===== src/rtl/data_mem_lsu.sv =====
// Load/store unit between the core data port and a request/grant memory bus.
// One access in flight at a time, with load extension and a per-access timeout.
module data_mem_lsu #(
  parameter int DATA_W  = 19,
  parameter int ADDR_W  = 19,
  parameter int TIMEOUT = 16
) (
  input  logic              clk,
  input  logic              reset_n,
  input  logic              data_req_i,
  input  logic [ADDR_W-1:0] data_addr_i,
  input  logic [1:0]        data_byte_en_i,
  input  logic              data_wr_i,
  input  logic [DATA_W-1:0] data_wr_data_i,
  input  logic              data_zero_extnd_i,
  output logic              data_gnt_o,
  output logic              data_busy_o,
  output logic              data_rvalid_o,
  output logic [DATA_W-1:0] data_rd_data_o,
  output logic              data_err_o,
  output logic              data_mem_req_o,
  output logic [ADDR_W-1:0] data_mem_addr_o,
  output logic [1:0]        data_mem_byte_en_o,
  output logic              data_mem_wr_o,
  output logic [DATA_W-1:0] data_mem_wr_data_o,
  input  logic              mem_gnt_i,
  input  logic              mem_rvalid_i,
  input  logic [DATA_W-1:0] mem_rd_data_i
);

  localparam logic [1:0] IDLE = 2'd0;
  localparam logic [1:0] REQ  = 2'd1;
  localparam logic [1:0] WAIT = 2'd2;
  localparam logic [1:0] RESP = 2'd3;

  localparam logic [1:0] BE_BYTE = 2'b00;
  localparam logic [1:0] BE_HALF = 2'b01;

  localparam int              CNT_W    = $clog2(TIMEOUT) + 1;
  localparam logic [CNT_W-1:0] CNT_LAST = CNT_W'(TIMEOUT - 1);

  logic [1:0]        state;
  logic [1:0]        state_nxt;
  logic [CNT_W-1:0]  cnt;
  logic [CNT_W-1:0]  cnt_inc;
  logic              active;
  logic              grant;
  logic              rsp_take;
  logic              timeout_hit;

  logic [ADDR_W-1:0] addr_q;
  logic [1:0]        be_q;
  logic              wr_q;
  logic [DATA_W-1:0] wdata_q;
  logic              zx_q;
  logic [DATA_W-1:0] rd_q;
  logic              err_q;

  // Sign or zero extension of a raw load word according to the access size.
  function automatic logic [DATA_W-1:0] load_extend(input logic [DATA_W-1:0] raw,
                                                    input logic [1:0]        be,
                                                    input logic              zx);
    logic [DATA_W-1:0] res;
    case (be)
      BE_BYTE: res = {{(DATA_W-8){~zx & raw[7]}}, raw[7:0]};
      BE_HALF: res = {{(DATA_W-16){~zx & raw[15]}}, raw[15:0]};
      default: res = raw;
    endcase
    return res;
  endfunction

  assign active      = (state == REQ) || (state == WAIT);
  assign grant       = (state == IDLE) && data_req_i;
  assign cnt_inc     = cnt + CNT_W'(1);
  assign timeout_hit = active && (cnt_inc == CNT_LAST);
  // A response is only valid once the memory has taken the request.
  assign rsp_take    = ((state == REQ) && mem_gnt_i && mem_rvalid_i) ||
                       ((state == WAIT) && mem_rvalid_i);

  always_comb begin
    state_nxt = state;
    case (state)
      IDLE: if (data_req_i) state_nxt = REQ;
      REQ: begin
        if (rsp_take || timeout_hit) state_nxt = RESP;
        else if (mem_gnt_i)          state_nxt = WAIT;
      end
      WAIT: if (rsp_take || timeout_hit) state_nxt = RESP;
      default: state_nxt = IDLE;
    endcase
  end

  always_ff @(posedge clk or negedge reset_n) begin
    if (!reset_n) begin
      state   <= IDLE;
      cnt     <= '0;
      addr_q  <= '0;
      be_q    <= '0;
      wr_q    <= 1'b0;
      wdata_q <= '0;
      zx_q    <= 1'b0;
      rd_q    <= '0;
      err_q   <= 1'b0;
    end else begin
      state <= state_nxt;
      if (grant) begin
        cnt     <= '0;
        addr_q  <= data_addr_i;
        be_q    <= data_byte_en_i;
        wr_q    <= data_wr_i;
        wdata_q <= data_wr_data_i;
        zx_q    <= data_zero_extnd_i;
      end else if (active) begin
        cnt <= cnt_inc;
      end
      // Response beats timeout when both land in the same cycle.
      if (rsp_take) begin
        rd_q  <= wr_q ? '0 : load_extend(mem_rd_data_i, be_q, zx_q);
        err_q <= 1'b0;
      end else if (timeout_hit) begin
        rd_q  <= '0;
        err_q <= 1'b1;
      end
    end
  end

  assign data_gnt_o         = grant && reset_n;
  assign data_busy_o        = (state != IDLE);
  assign data_rvalid_o      = (state == RESP);
  assign data_rd_data_o     = (state == RESP) ? rd_q : '0;
  assign data_err_o         = (state == RESP) && err_q;
  assign data_mem_req_o     = (state == REQ);
  assign data_mem_addr_o    = addr_q;
  assign data_mem_byte_en_o = be_q;
  assign data_mem_wr_o      = wr_q;
  assign data_mem_wr_data_o = wdata_q;

endmodule

===== config.mk =====
export PLATFORM = sky130hd
export DESIGN_NAME = data_mem_lsu
export DESIGN_NICKNAME = d
export VERILOG_FILES = /design/src/rtl/data_mem_lsu.sv
export SDC_FILE = /design/constraint.sdc
export NUM_CORES = 1
export LEC_CHECK = 0
export CAP_MARGIN = 20
export CORE_ASPECT_RATIO = 0.75
export CORE_MARGIN = 3
export CORE_UTILIZATION = 42
export CTS_CLUSTER_DIAMETER = 50
export DETAILED_ROUTE_END_ITERATION = 8
export PLACE_DENSITY_LB_ADDON = 0.15
export SLEW_MARGIN = 20
export SYNTH_ARGS = -nofsm -noshare
export SYNTH_HDL_FRONTEND = slang
export SYNTH_SLANG_ARGS = --single-unit
export TNS_END_PERCENT = 5

===== constraint.sdc =====
create_clock -name clk -period 2.6 [get_ports clk]
set_input_delay 0.65 -clock clk [delete_from_list [all_inputs] [get_ports clk]]
set_output_delay 0.65 -clock clk [all_outputs]
set_load 0.03 [all_outputs]

==> flow_summary.yaml <==
layout:
  area_delta_synth_final_pct: 53.4
  antenna_cells: 0
  nets: 440
  drive_above_1_share: 0.234
floorplanning:
  die_w_um: 105
  rows: 26
  core-area_mm2: 0.00696
  ios: 131
  initial_utilization: 0.441
  dieArea_mm2: 0.00839
  die_h_um: 80.1
timing:
  hold_slack_ns: 0.502
  maxSlewHeadroom: 0.415
  finalCritPeriodShare: 0.947
  worst_slack_ns: 0.139
  setup_violations: 0
  finalCriticalPeriod_ns: 2.46
  setup_tns_ns: 0
  fmax_mhz: 406
  clock-skew-final_ns: 0.00652
  rsz0062_at_grt: "false"
  slew_viol_final: 0
  tightest_slew_ns: 0.878
  finalHoldViolations: 0
synth:
  ys.warnings.count: 0
  ys_dominant_reg_cell: "dfrtp_1"
  async_reset_ff_frac: 1.00
  syn_area_mm2: 0.00307
  synth-seq-cells: 69
  yosysMostFrequentCell: "dfrtp_1"
  syn-num-nets: 308
  synth.distinct_cells: 33
  synthCells: 235
  ys_seq_area_frac: 0.562
  synth_top_area_frac: 0.562
  netlist_top_cells_area: "dfrtp_1 56%, mux2_2 16%, a22o_2 5.2%"
  synth_common_cells: "69 x dfrtp_1, 43 x mux2_2, 21 x and2_1"
  postSynthAreaPerCell_um2: 13.1
  synth_edf_count: 0
  synth_top_area_cell: "dfrtp_1"
power:
  combPwrFrac: 0.513
  finalPower_w: 0.00612
  power_density_mw_per_mm2: 1300
  vdd_drop_max_uv: 913
  clkPwrFrac: 0.174
  p_leak_nw: 2.20
  p_int_w: 0.00372
  power_frac_seq: 0.313
  p_sw_frac: 0.392
  switchingPower_w: 0.00240
cts:
  clockRootBuffer: "clkbuf_8"
  cts_buffer_depth: 2
  cts_htree_levels: 3
  cts_resized: 15
  clkLatencyLatePin_ns: 0.34
  post_cts_buffers: 0
  clk_pin_slew_ns: 0.08
  cts_tree: "yes"
  cts.sinks: 69
  cts_hold_buffers: 0
  cts_made_buffers: 9
routing:
  vias: 2300
  drt-wirelength-per-cell_um: 15.9
  firstDrtPassIters: 4
  drtIter0Drc: 79
  drc: 0
  ant_nets: 0
  viasPerCell: 4.89
  drt_wl_total_mm: 7.50
setup_path:
  critPathTopFamily: "buffers and inverters"
  r2r_start: "state[0]"
  path_cells: "ha_1 > buf_4 > clkdlybuf4s50_1"
  cp.arrival_ns: 1.81
  crit_path_end_kind: "output pin"
  path_max_fanout: 21
  cp_slowest_cell: "clkdlybuf4s50_1"
  crit-reg2reg-capture: "rd_q[11]"
  path_depth: 3
  r2r_cells: 6
  cp_slowest_stage_delay_ns: 0.69
  start_kind: "flip-flop"
  crit_buf_inv: 2
  critPathKind: "flip-flop to output pin"
  cp.required_ns: 1.95
  rrSetupSlack_ns: 0.60
grt:
  overflow: 0
  grtUsageTotal: 0.187
  grt_pass1_vias: 2448
  grt_pass1_wl_mm: 12.3
  antenna_found_initial: 0
  grt_max_degree: 70
placed_design:
  gp_congestion: 0.742
  place_ws_ns: 0.346
  dpl.hpwl_mm: 5.35
  portBuffers: 130
run_status:
  status: "finished clean"
worst_hold_path:
  min_path_cells: 1
  min_to: "rd_q[16]"
  holdCritStartpoint: "rd_q[16]"
  hp-class: "flip-flop to flip-flop"
run:
  maxCapViolCount: 0
## power by group through the flow
stage / Combinational, W / Clock [W] / Sequential, W
6_report: 0.00314 / 0.00106 / 0.00192
5_1_grt: 0.00337 / 0.00114 / 0.00200
4_1_cts: 0.00318 / 0.00110 / 0.00193
3_5_place_dp: 0.00319 / 0 / 0.00194
3_3_place_gp: 0.00315 / 0 / 0.00191
2_1_floorplan: 0.00137 / 0 / 0.00253
## flip-flops by register name, summed over array words and instances, names as in the netlist
name                count
data_mem_byte_en_o      2
data_mem_wr_data_o     19
cnt                     5
data_mem_addr_o        19
data_mem_wr_o           1
zx_q                    1
state                   2
rd_q                   19
err_q                   1
## kinds of logic after synthesis
group | Yosys count | share of synthesized area
xor gates and xnor gates | 6 | 0.0195
AOI/OAI and AO/OA | 36 | 0.0985
buffers and inverters | 20 | 0.0301
and+or+nand+nor | 51 | 0.0941
adders and majority gates | 7 | 0.0285
muxes | 46 | 0.167
DFF | 69 | 0.562
## through the flow
| step | cell area (um^2) | std cells | util |
|---|---|---|---|
| 4_1_cts | 4700 | 470 | 0.675 |
| 3_5_place_dp | 4470 | 454 | 0.642 |
| 6_report | 4710 | 470 | 0.677 |
| 2_1_floorplan | 3070 | 235 | - |
| 3_3_place_gp | 4470 | 454 | 0.642 |
| 5_1_grt | 4710 | 470 | 0.677 |
## worst register-to-register path, delay by kind of cell (launching register included)
family | cells | cell delay, ns
compound gates | 2 | 0.53
fa+ha+maj | 1 | 0.44
buf+inv | 1 | 0.10
flops | 1 | 0.40
simple gates | 2 | 0.43
## cell usage in the layout, fill, tap and decap left out, drive strengths merged, types with 4 or more instances in the layout
cell and count:
dfrtp 69, mux2 43, dlymetal6s2s 6, o21ai 9
and2 21, nor2 9, a22o 16, ha 7
buf 7, nand2 9, clkdlybuf4s50 107, clkbuf 9
dlygate4sd2 15, inv 7, nor2b 4
## final cells by class
class,count,area [um^2]
inverter,6,22.5
tap,98,123
clock buffer,9,124
clock inverter,7,123
multi-input combinational,146,1250
fill,576,2250
timing repair buffer,135,1340
sequential,69,1730
## layer usage
metal,vias to the layer above,wire length [um],GRT usage
met5,-,0,0
met4,0,87,0.0590
met3,9,843,0.104
met2,97,3330,0.281
met1,1112,3230,0.230
li1,1082,-,-
## worst max-delay path by stage
| stage | startpoint | to |
|---|---|---|
| 2_1_floorplan | state[1] | data_err_o |
| 3_3_place_gp | state[1] | data_rd_data_o[18] |
| 3_5_place_dp | state[1] | data_err_o |
| 4_1_cts | state[1] | data_rd_data_o[5] |
| 5_1_grt | state[1] | data_rvalid_o |
| 6_report | state[1] | data_rvalid_o |
(Power assumes the default switching activity.)
